[src/rtl/breakout_pkg.sv]
// rtl/breakout_pkg.sv - shared constants, collision codes and FSM states for the ball sequencer
package breakout_pkg;

    localparam int SCREEN_W_DEF  = 640;
    localparam int SCREEN_H_DEF  = 480;
    localparam int BALL_SIZE_DEF = 4;

    // dir[0] set = moving -x, dir[1] set = moving -y
    localparam int         DIR_NEG_X_BIT = 0;
    localparam int         DIR_NEG_Y_BIT = 1;
    localparam logic [1:0] DIR_UP_LEFT   = 2'b11;

    localparam logic [1:0] COLL_NONE = 2'b00;
    localparam logic [1:0] COLL_X    = 2'b10;
    localparam logic [1:0] COLL_Y    = 2'b11;

    typedef enum logic [2:0] {
        ST_IDLE,
        ST_WAIT_TICK,
        ST_CALC,
        ST_QUERY,
        ST_RESOLVE,
        ST_COMMIT
    } state_e;

endpackage

[src/rtl/ball_next_pos.sv]
// rtl/ball_next_pos.sv - one-axis signed step, clamp and wall flags
module ball_next_pos
    import breakout_pkg::*;
#(
    parameter int LIMIT = SCREEN_W_DEF - BALL_SIZE_DEF
)(
    input  logic [9:0] pos_i,
    input  logic [6:0] step_i,
    input  logic       neg_i,
    output logic [9:0] next_o,
    output logic [9:0] clamped_o,
    output logic       under_o,
    output logic       over_o
);

    localparam logic signed [10:0] LIM = 11'(LIMIT);

    logic signed [10:0] pos_s;
    logic signed [10:0] step_s;
    logic signed [10:0] next_s;

    assign pos_s  = signed'({1'b0, pos_i});
    assign step_s = signed'({4'b0000, step_i});
    assign next_s = neg_i ? (pos_s - step_s) : (pos_s + step_s);

    assign under_o   = (next_s < 11'sd0);
    assign over_o    = (next_s > LIM);
    assign next_o    = next_s[9:0];
    assign clamped_o = under_o ? 10'd0 : (over_o ? LIM[9:0] : next_s[9:0]);

endmodule

[src/rtl/ball_motion_ctrl.sv]
// rtl/ball_motion_ctrl.sv - per-frame ball sequencer: query checker, resolve walls/bricks, commit
// Optional speed-up on brick hits when BALL_SPEEDUP_EN is defined.
module ball_motion_ctrl
    import breakout_pkg::*;
#(
    parameter int SCREEN_W     = SCREEN_W_DEF,
    parameter int SCREEN_H     = SCREEN_H_DEF,
    parameter int BALL_SIZE    = BALL_SIZE_DEF,
    parameter int START_X      = 318,
    parameter int START_Y      = 400,
    parameter int STEP_INIT    = 2,
    parameter int COLL_TIMEOUT = 15
)(
    input  logic       clk,
    input  logic       resetn,
    input  logic       frame_tick,
    input  logic       launch,
    output logic       query_valid,
    output logic [9:0] query_x,
    output logic [9:0] query_y,
    output logic [6:0] xstep,
    output logic [6:0] ystep,
    input  logic       coll_valid,
    input  logic [1:0] coll_code,
    output logic [9:0] ball_x,
    output logic [9:0] ball_y,
    output logic [1:0] dir,
    output logic       pos_valid,
    output logic       ball_lost,
    output logic       busy
);

    localparam int         TW        = $clog2(COLL_TIMEOUT + 1);
    localparam logic [9:0] START_X_V = 10'(START_X);
    localparam logic [9:0] START_Y_V = 10'(START_Y);

    state_e state_q, state_d;

    logic [9:0]    ball_x_q, ball_y_q, query_x_q, query_y_q, new_x_q, new_y_q;
    logic [1:0]    dir_q, coll_q;
    logic [TW-1:0] tmo_q;
    logic          pos_valid_q, ball_lost_q;
    logic [6:0]    step_w;
    logic [9:0]    nx, ny, x_clamped, y_clamped;
    logic          x_under, x_over, y_under, y_over;
    logic          tmo_done, brick_x, brick_y, flip_x, flip_y;

    ball_next_pos #(.LIMIT(SCREEN_W - BALL_SIZE)) u_next_x (
        .pos_i(ball_x_q), .step_i(step_w), .neg_i(dir_q[DIR_NEG_X_BIT]),
        .next_o(nx), .clamped_o(x_clamped), .under_o(x_under), .over_o(x_over)
    );

    ball_next_pos #(.LIMIT(SCREEN_H - BALL_SIZE)) u_next_y (
        .pos_i(ball_y_q), .step_i(step_w), .neg_i(dir_q[DIR_NEG_Y_BIT]),
        .next_o(ny), .clamped_o(y_clamped), .under_o(y_under), .over_o(y_over)
    );

    assign tmo_done = (tmo_q == TW'(COLL_TIMEOUT - 1));
    assign brick_x  = (coll_q == COLL_X);
    assign brick_y  = (coll_q == COLL_Y);
    // wall and brick on the same axis collapse into a single flip
    assign flip_x   = x_under | x_over | brick_x;
    assign flip_y   = y_under | brick_y;

    always_ff @(posedge clk or negedge resetn) begin
        if (!resetn) state_q <= ST_IDLE;
        else         state_q <= state_d;
    end

    always_comb begin
        state_d = state_q;
        case (state_q)
            ST_IDLE:      if (launch)                  state_d = ST_WAIT_TICK;
            ST_WAIT_TICK: if (frame_tick)              state_d = ST_CALC;
            ST_CALC:                                   state_d = ST_QUERY;
            ST_QUERY:     if (coll_valid || tmo_done)  state_d = ST_RESOLVE;
            ST_RESOLVE:   state_d = y_over ? ST_IDLE : ST_COMMIT;
            ST_COMMIT:                                 state_d = ST_WAIT_TICK;
            default:                                   state_d = ST_IDLE;
        endcase
    end

    always_comb begin
        query_valid = (state_q == ST_QUERY);
        busy        = !((state_q == ST_IDLE) || (state_q == ST_WAIT_TICK));
    end

    always_ff @(posedge clk or negedge resetn) begin
        if (!resetn) begin
            ball_x_q    <= START_X_V;
            ball_y_q    <= START_Y_V;
            dir_q       <= DIR_UP_LEFT;
            query_x_q   <= 10'd0;
            query_y_q   <= 10'd0;
            new_x_q     <= START_X_V;
            new_y_q     <= START_Y_V;
            coll_q      <= COLL_NONE;
            tmo_q       <= '0;
            pos_valid_q <= 1'b0;
            ball_lost_q <= 1'b0;
        end else begin
            pos_valid_q <= 1'b0;
            ball_lost_q <= 1'b0;
            case (state_q)
                ST_IDLE: if (launch) begin
                    ball_x_q <= START_X_V;
                    ball_y_q <= START_Y_V;
                    dir_q    <= DIR_UP_LEFT;
                end
                ST_CALC: begin
                    query_x_q <= nx;
                    query_y_q <= ny;
                    tmo_q     <= '0;
                end
                ST_QUERY: begin
                    if (coll_valid)    coll_q <= coll_code;
                    else if (tmo_done) coll_q <= COLL_NONE;
                    else               tmo_q  <= tmo_q + 1'b1;
                end
                ST_RESOLVE: begin
                    if (y_over) begin
                        ball_lost_q <= 1'b1;
                        ball_x_q    <= START_X_V;
                        ball_y_q    <= START_Y_V;
                        dir_q       <= DIR_UP_LEFT;
                    end else begin
                        dir_q   <= dir_q ^ {flip_y, flip_x};
                        new_x_q <= brick_x ? ball_x_q : x_clamped;
                        new_y_q <= brick_y ? ball_y_q : y_clamped;
                    end
                end
                ST_COMMIT: begin
                    ball_x_q    <= new_x_q;
                    ball_y_q    <= new_y_q;
                    pos_valid_q <= 1'b1;
                end
                default: ;
            endcase
        end
    end

`ifdef BALL_SPEEDUP_EN
    logic [3:0] hits_q;
    logic [6:0] step_q;

    always_ff @(posedge clk or negedge resetn) begin
        if (!resetn) begin
            hits_q <= 4'd0;
            step_q <= 7'(STEP_INIT);
        end else if ((state_q == ST_IDLE) && launch) begin
            hits_q <= 4'd0;
            step_q <= 7'(STEP_INIT);
        end else if ((state_q == ST_RESOLVE) && !y_over && (brick_x || brick_y)) begin
            hits_q <= hits_q + 4'd1;
            if ((hits_q == 4'd15) && (step_q < 7'd6)) step_q <= step_q + 7'd1;
        end
    end

    assign step_w = step_q;
`else
    assign step_w = 7'(STEP_INIT);
`endif

    assign query_x   = query_x_q;
    assign query_y   = query_y_q;
    assign xstep     = step_w;
    assign ystep     = step_w;
    assign ball_x    = ball_x_q;
    assign ball_y    = ball_y_q;
    assign dir       = dir_q;
    assign pos_valid = pos_valid_q;
    assign ball_lost = ball_lost_q;

endmodule
[config.mk]
export PLATFORM = sky130hd
export DESIGN_NAME = ball_motion_ctrl
export DESIGN_NICKNAME = d
export VERILOG_FILES = /design/src/rtl/breakout_pkg.sv /design/src/rtl/ball_next_pos.sv /design/src/rtl/ball_motion_ctrl.sv
export SDC_FILE = /design/constraint.sdc
export NUM_CORES = 1
export LEC_CHECK = 0
export ABC_CLOCK_PERIOD_IN_PS = 3300
export BUFFER_PORTS_ARGS = -buffer_cell sky130_fd_sc_hd__buf_4
export CORE_MARGIN = 2
export CORE_UTILIZATION = 40
export CTS_BUF_LIST = sky130_fd_sc_hd__clkbuf_4
export DETAILED_ROUTE_END_ITERATION = 16
export PLACE_DENSITY = 0.63
export SKIP_CTS_REPAIR_TIMING = 1
export SKIP_LAST_GASP = 1
export SYNTH_ARGS = -nofsm -noshare
export SYNTH_HDL_FRONTEND = slang
export SYNTH_SLANG_ARGS = --single-unit
[constraint.sdc]
create_clock -name clk -period 3.3 [get_ports clk]
set_input_delay 0.825 -clock clk [delete_from_list [all_inputs] [get_ports clk]]
set_output_delay 0.825 -clock clk [all_outputs]
set_load 0.05 [all_outputs]
After elaboration in Yosys (flattened, before gate mapping):

Index checks and enable logic that the tools add are counted.

* output and inout bits: 60
* bits of input ports: 7
* register bits: 73

* reductions and logical operators: 14
* magnitude comparators: 4
* equality and inequality tests: 14
* muxes and demuxes: 29
* $add $sub $neg: 5
* bitwise logic cells: 5

Operator list (number)
* 10-bit two-way mux: 9
* 10-bit case mux with 3 select lines: 2
* 10-bit by 2-bit adder with 11-bit output, second input constant: 2
* 11-bit by 1-bit less-than comparator with 1-bit output, second input constant: 2
* 11-bit two-way mux: 2
* 10-bit by 2-bit subtractor with 11-bit output, second input constant: 2
* 3-bit case mux with 6 select lines: 1
* 3-bit two-way mux: 4
* 11-bit by 10-bit greater-than comparator with 1-bit output, second input constant: 1
* 11-bit greater-than comparator, second input constant: 1
* 2-bit inequality test, second input constant: 5
* 3-bit AND reduction: 3
* 2-bit two-way mux: 4
* 4-bit two-way mux: 2
* 4-bit case mux with 2 select lines: 1
* 3-bit by 2-bit equality test with 1-bit output, second input constant: 2
* 3-bit equality test, second input constant: 2
* 2-bit AND reduction: 3
* 2-bit nonzero test: 3
* 4-bit by 1-bit adder with 4-bit output, second input constant: 1
* 2-bit equality test, second input constant: 2
* 4-bit equality test, second input constant: 1
* 2-bit case mux with 2 select lines: 1
* 3-bit by 1-bit equality test with 1-bit output, second input constant: 1
* 9 further kinds: 14

Longest topological paths before layout:

Gate-level depths: netlist of the first run.

* depth in word-level cells: 8
* gate-level depth with buffers: 10
* gate-level depth less buffers: 9

Modules after synthesis:

From an unflattened synthesis of the first run, not the netlist that was laid out.

* cells, all modules: 533
* area total of the unflattened synthesis: 4883.4 um^2

Modules (own cells, without submodules)
* ball_motion_ctrl: seq. area each 1851.8 um^2, cells an instance 288, instances 1, area an instance 3174.3 um^2
* ball_next_pos (u_next_x): seq. area each 0.0 um^2, cells an instance 126, instances 1, area an instance 889.6 um^2
* ball_next_pos (u_next_y): seq. area each 0.0 um^2, cells an instance 119, instances 1, area an instance 819.5 um^2

Least setup slack after synthesis of the first run:

OpenSTA, ideal clock, no wires.

* kind: register to register
* from: reg ball_y_q[1] (netlist: ball_y[1])
* to: reg new_x_q[0]
* setup slack: 234 ps
* data required time: 3175 ps
* clock period less this slack: 3066 ps
* path buffers: 1
* data arrival time: 2940 ps
* stages on the path, launching flop included: 11
* cells stage by stage: dfrtp_1 > inv_1 > fa_1 > nor2b_1 > o2111ai_1 > a211o_1 > and4_1 > o211ai_1 > nor2_2 > buf_6 > mux2_4

* word-level cells in the longest chain between the ends: 5
* elaborated cells on any way between the ends: 6
* those cells by class: add/sub (2); order compare (1); mux (1); bitwise (1); reduce/logical (1)

RTL lines
* start, declared: RTL line ball_motion_ctrl.sv:39 `logic [9:0] ball_x_q, ball_y_q, query_x_q, query_y_q, new_x_q, new_y_q;`
* start signal, assigned: RTL line ball_motion_ctrl.sv:134 `ball_y_q <= new_y_q;`
* 10-bit by 2-bit adder with 11-bit output or 10-bit by 2-bit subtractor with 11-bit output (tied branches): RTL line ball_next_pos.sv:24 `assign next_s = neg_i ? (pos_s - step_s) : (pos_s + step_s);`
* 11-bit two-way mux *: RTL line ball_next_pos.sv:24
* net ny[1]: RTL line ball_motion_ctrl.sv:44 `logic [9:0] nx, ny, x_clamped, y_clamped;`
* 11-bit by 10-bit greater-than comparator with 1-bit output *: RTL line ball_next_pos.sv:27 `assign over_o = (next_s > LIM);`
* 1-bit inverter (no line) *
* 2-bit AND reduction (no line) *
* end signal, assigned: RTL line ball_motion_ctrl.sv:128 `new_x_q <= brick_x ? ball_x_q : x_clamped;`
* end, declared: RTL line ball_motion_ctrl.sv:39

The timed path passes the listed nets; every way through them passes the cells marked *.
A chain may end at the register's enable or synchronous reset.

Worst setup path after layout of the first run:

* from: reg dir_q[1] (netlist: dir[1])
* to: reg new_x_q[6]

* word-level cells in the longest chain between the ends: 4

RTL lines
* start, declared: RTL line ball_motion_ctrl.sv:40 `logic [1:0] dir_q, coll_q;`
* start signal, assigned: RTL line ball_motion_ctrl.sv:127 `dir_q <= dir_q ^ {flip_y, flip_x};`
* 11-bit two-way mux: RTL line ball_next_pos.sv:24
* 11-bit by 10-bit greater-than comparator with 1-bit output: RTL line ball_next_pos.sv:27
* 1-bit inverter (no line)
* 2-bit AND reduction (no line)

No other way between the ends.

==> impl_metrics.ini, run 1 <==
[status]
status = finished, final reports clean

[sta]
final-max-slew-violation-count = 0
finalHoldViolations = 0
fin_worst_skew_ns = 0.01754
maxSlewHeadroom = 0.3811
setup_tns_ns = 0
max_freq_mhz = 316.8
rsz0062_at_grt = no
worst_pin_slew_ns = 0.9284
fin_crit_sh = 0.9564
fin_crit_ns = 3.156
setup_viol = 0

[cts]
cts-htree-levels = 3
cts_num_sinks = 73
cts_tree = done
cts_made_buffers = 9
cts.clk_slew.worst_paths_ns = 0.13
root_buffer = clkbuf_4
clock_latency_ns = 0.42
cts_max_path_buffers = 2

[floorplanning]
die_height_um = 108.2
core_area_um2 = 10700
start_util = 0.4058
dieArea_um2 = 11700
die_w_um = 108.2
ios = 67
fp-row-count = 38

[job]
drv_cap = 0

[route]
viasPerCell = 5.390
wl_mm = 10.72
vias = 3536
first_iter_violations = 222
routedWlPerCell_um = 16.34
drtPass1Iterations = 4
drc = 0
drt.antenna.violating_nets = 0

[synthesis]
syn-cell-area_um2 = 4342
yosysSeqAreaShare = 0.4265
synthArstFlopShare = 1.000
synth.distinct_cells = 62
yosysWarnings = 0
synth_seq_cells = 73
synth_area_leaders = dfrtp_1 31%, dfstp_2 12%, mux2_4 5.5%
synth_cells = 435
synth-main-ff-cell = dfrtp_1
yosysTopAreaCell = dfrtp_1
syn_avg_cell_area_um2 = 9.981
synth_edf_count = 0
synth_top_area_share = 0.3055

[final_layout]
final_nets = 538
antennaDiodeCount = 0
syn2layout_area_growth_pct = 19.91
fin_util = 0.4867
drive_above_1_share = 0.3081

[placed_design]
dpl.hpwl_mm = 7.823
io_buffer_count = 52
gp_congestion = 0.8758

[worst_setup_path]
critPathSlowestCell = dfstp_2
crit_path_start_kind = register
crit_fanout = 11
cp-end-kind = register
path_cells = buf_4 -> ha_1 -> a21o_1 -> a21o_1 -> mux2i_2 -> o311ai_4 -> nor4_4 -> buf_4 -> nor2_2 -> buf_4 -> mux2_4
worstPathRequired_ns = 3.60
cp_common_cell = buf_4
crit_type = reg2reg
worstPathArrival_ns = 3.46
crit_path_max_incr_delay_ns = 0.60

[global_route]
overflow = 0
grt_usage = 0.1926
grt_pass1_vias = 3306
grt_max_degree = 74
antenna_found_initial = 0
grt_pass1_wl_mm = 17.62

[min_path]
hp-class = reg2reg
[sequential cells by signal, indices dropped and copies added, names as in the netlist]
register   flops
ball_x        10
tmo_q          4
new_y_q       10
ball_lost      1
ball_y        10
query_x       10
coll_q         2
query_y       10
dir            2
new_x_q       10
state_q        3
pos_valid      1
[cell usage in the layout (no fill, tap or decap), types with 3 or more instances in the layout]
cell       netlist  routed
mux2_4          16      16
and3_1           7       7
dfrtp_1         53      53
nand2_1         36      36
nor3_1           7       7
conb_1           2      14
o31ai_1          8       7
mux2_2           6       6
a32o_1          14      14
xnor2_1          5       5
nand3_1          6       6
ha_1            18      18
o2111ai_1        3       3
o211ai_1         4       4
o21ai_0         35      35
nor4_1           3       3
buf_4           18      88
clkbuf_4         0       9
a21oi_1         33      33
dfstp_2         20      19
nor2_1          36      36
a22o_1           5       5
mux2i_1          5       4
a31oi_1          3       3
a21o_1           5       5
nand2b_1         4       4
inv_1           15      15
xor2_1           6       6
o21bai_1         3       3
[area by class of cell]
| cell class | instances | area, µm² |
|---|---|---|
| Fill cell | 1014 | 5492 |
| Multi-Input combinational cell | 323 | 2300 |
| Sequential cell | 73 | 1856 |
| Timing Repair Buffer | 89 | 680.7 |
| Tap cell | 140 | 175.2 |
| Clock inverter | 7 | 71.32 |
| Clock buffer | 9 | 67.56 |
| Inverter | 15 | 56.30 |
[Yosys cell counts (all sizes together), types with 12 or more instances]
library cell,instances
a21oi,33
a32o,14
buf,24
clkbuf,12
dfrtp,53
dfstp,20
ha,18
inv,15
mux2,22
nand2,36
nor2,37
o21ai,37
[worst max-delay path: cells and delay by family, from the launching register on]
family / cells / cell delay (ns)
flops: 1 / 0.60
buf+inv: 3 / 0.60
fa+ha+maj: 1 / 0.25
mux: 2 / 0.55
compound gates: 3 / 0.62
simple gates: 2 / 0.44
[logic make-up (layout without fill, tap and decap cells)]
| group | count (synthesis) | in the layout | share of synthesized area |
|---|---|---|---|
| simple gates | 115 | 115 | 0.1274 |
| flops | 73 | 73 | 0.4265 |
| buf+inv | 51 | 120 | 0.06369 |
| other cells | 2 | 14 | 0.001730 |
| fa+ha+maj | 20 | 20 | 0.06110 |
| xor+xnor | 11 | 11 | 0.02219 |
| mux | 27 | 27 | 0.08242 |
| compound gates | 136 | 136 | 0.2150 |
[worst paths after layout]
kind | from | end | slack (ns) | depth (start not counted)
worst max-delay path | dir[1] | new_x_q[6] | 0.14 | 11
worst min-delay path | new_y_q[6] | ball_y[6] | 0.49 | 1
max in group asynchronous | resetn | ball_y[5] | 2.16 | 1
min in group asynchronous | resetn | query_y[5] | 0.51 | 1
worst max register to register | dir[1] | new_x_q[6] | 0.14 | 11
worst min register to register | new_y_q[6] | ball_y[6] | 0.49 | 1
[layer usage]
metal	routed length [µm]	global-route usage	share of wire	vias up
met3	492	0.03556	0.046	6
met2	4999	0.3037	0.47	86
li1	-	-	-	1721
met1	5150	0.2741	0.48	1723
met5	0	0	0	-
met4	77	0.04762	0.0072	0
[through the flow]
step / instances / setup slack (ns) / hold WS (ns) / instance area, µm²
2_1_floorplan: 447 / 0.2345 / 0.4543 / 4387
3_3_place_gp: 638 / -0.07661 / 0.4629 / 5000
3_5_place_dp: 638 / -0.1697 / 0.4728 / 5000
4_1_cts: 654 / -0.1714 / 0.4976 / 5139
5_1_grt: 656 / 0.01792 / 0.5109 / 5206
6_report: 656 / 0.1439 / 0.4938 / 5206
Power of run 1 is left out: the tool's default activity adds up to more than one toggle a clock period on the data nets, which glitch-free logic cannot reach.
==> run 2, diff against run 1 <==
- ABC_AREA: not set -> 1
- PLACE_DENSITY: 0.63 -> 0.62
==> impl_metrics.ini, run 2 <==
[status]
status = finished, final reports clean

[placed_design]
gp_congestion = 0.9325
io_buffer_count = 52
placed_area_um2 = 4878
dpl.hpwl_mm = 7.830

[floorplanning]
die_w_um = 109.8
core_area_um2 = 10890
ios = 67
fp-row-count = 38
start_util = 0.4111
dieArea_um2 = 12050
die_height_um = 109.8

[synthesis]
synth.distinct_cells = 32
yosysMostFrequentCell = nand2_1
synth_cells = 621
synth-main-ff-cell = dfrtp_1
synth_area_leaders = dfrtp_1 30%, nand2_1 22%, dfstp_2 12%
synthArstFlopShare = 1.000
synth_edf_count = 0
synth_top_cells_by_count = 262 x nand2_1, 62 x inv_1, 53 x dfrtp_1, 40 x o21ai_0, 34 x nor2_1
yosysTopAreaCell = dfrtp_1
synth_seq_cells = 73
syn_avg_cell_area_um2 = 7.207
yosysSeqAreaShare = 0.4138
yosysWarnings = 0
synth_top_area_share = 0.2963
syn-cell-area_um2 = 4476

[final_layout]
syn2layout_area_growth_pct = 12.22
antennaDiodeCount = 0
layout_commonest_cell = nand2_1
mostFrequentLayoutCells = 262 x nand2_1, 62 x inv_1, 55 x buf_4
drive_above_1_share = 0.1684
fin_util = 0.4613
final_nets = 693
final_area_um2 = 5022

[global_route]
overflow = 0
grt_max_degree = 74
antenna_found_initial = 0
grt_pass1_wl_mm = 17.53
grt_pass1_vias = 3565
grt_usage = 0.1898

[cts]
root_buffer = clkbuf_4
clock_latency_ns = 0.48
cts-htree-levels = 3
cts_made_buffers = 9
cts_max_path_buffers = 2
cts_num_sinks = 73
cts_tree = done
cts.clk_slew.worst_paths_ns = 0.14

[worst_setup_path]
crit_path_start_kind = register
reg2regPathDepth = 13
r2r_slack_ns = 0.42
worstReg2RegStart = dir[1]
crit_family = simple AND/OR/NAND/NOR gates
crit_type = reg2reg
crit_path_max_incr_delay_ns = 0.69
worstPathRequired_ns = 3.71
critical_path_buf_inv_count = 1
crit_fanout = 21
path_cells = inv_1 -> fa_1 -> xnor2_1 -> nand2_1 -> nor2_1 -> nand3_1 -> nand2_1 -> nand2_1 -> nand3_2 -> nand3_4 -> nand2_2 -> nand2_1 -> nand2_1
worstPathArrival_ns = 3.29
cp-end-kind = register
reg2reg_to = ball_x[4]
cp_common_cell = nand2_1
critPathSlowestCell = dfstp_2

[route]
drc = 0
routedWlPerCell_um = 12.95
vias = 3907
first_iter_violations = 214
drt.antenna.violating_nets = 0
drtPass1Iterations = 4
viasPerCell = 4.818
wl_mm = 10.51

[sta]
final-max-slew-violation-count = 0
setup_tns_ns = 0
max_freq_mhz = 347.2
worst_pin_slew_ns = 1.014
finalHoldViolations = 0
fin_crit_sh = 0.8728
rsz0062_at_grt = no
fin_crit_ns = 2.880
setup_viol = 0
fin_worst_skew_ns = 0.02168
maxSlewHeadroom = 0.3232

[job]
drv_cap = 0

[min_path]
hp-class = in2async
run 2: how the worst max path moves through the flow:
| stage | cells after the start | startpoint | slack (ns) | end |
|---|---|---|---|---|
| CTS | 13 | dir[1] | 0.44 | ball_x[4] |
| global route | 13 | dir[1] | 0.13 | ball_x[0] |
| floorplan | 14 | ball_y[1] | 0.75 | ball_y[1] |
| global placement | 11 | dir[1] | 0.56 | ball_x[3] |
| finish | 13 | dir[1] | 0.42 | ball_x[4] |
| detailed placement | 13 | dir[1] | 0.50 | ball_x[4] |
run 2: cell families (layout without fill, tap and decap cells):
family          count (synthesis)  after routing  synth area share
fa+ha+maj                      20             20           0.05927
xor+xnor                        2              2          0.003915
flops                          73             73            0.4138
compound gates                 64             64           0.07688
buf+inv                        97            135            0.1057
other cells                     2             14          0.001678
simple gates                  363            363            0.3388
run 2: metal layers:
layer  vias to the layer above  GRT usage  share of wire
met3                        15    0.02727          0.050
met5                         -          0              0
met1                      1779     0.2711           0.49
met4                         0    0.08228          0.021
li1                       2023          -              -
met2                        90     0.2857           0.43
run 2: per-stage QoR:
stage          setup slack (ns)  instances  hold slack [ns]
4_1_cts                  0.4355        811           0.4626
6_report                 0.4197        811           0.4581
3_3_place_gp             0.5637        795           0.4563
3_5_place_dp             0.4967        795           0.4577
5_1_grt                  0.1344        811           0.4921
2_1_floorplan            0.7470        633           0.4432
run 2: layout make-up:
| cell class | instances | area (µm²) |
|---|---|---|
| fillers | 1111 | 5866 |
| multi-input cells | 463 | 2196 |
| flip-flops and latches | 73 | 1852 |
| repair buffers | 55 | 412.9 |
| inverters | 64 | 242.7 |
| well taps | 140 | 175.2 |
| clock buffers | 10 | 75.07 |
| clock inverters | 6 | 68.82 |
Power of run 2 is left out for the same reason.
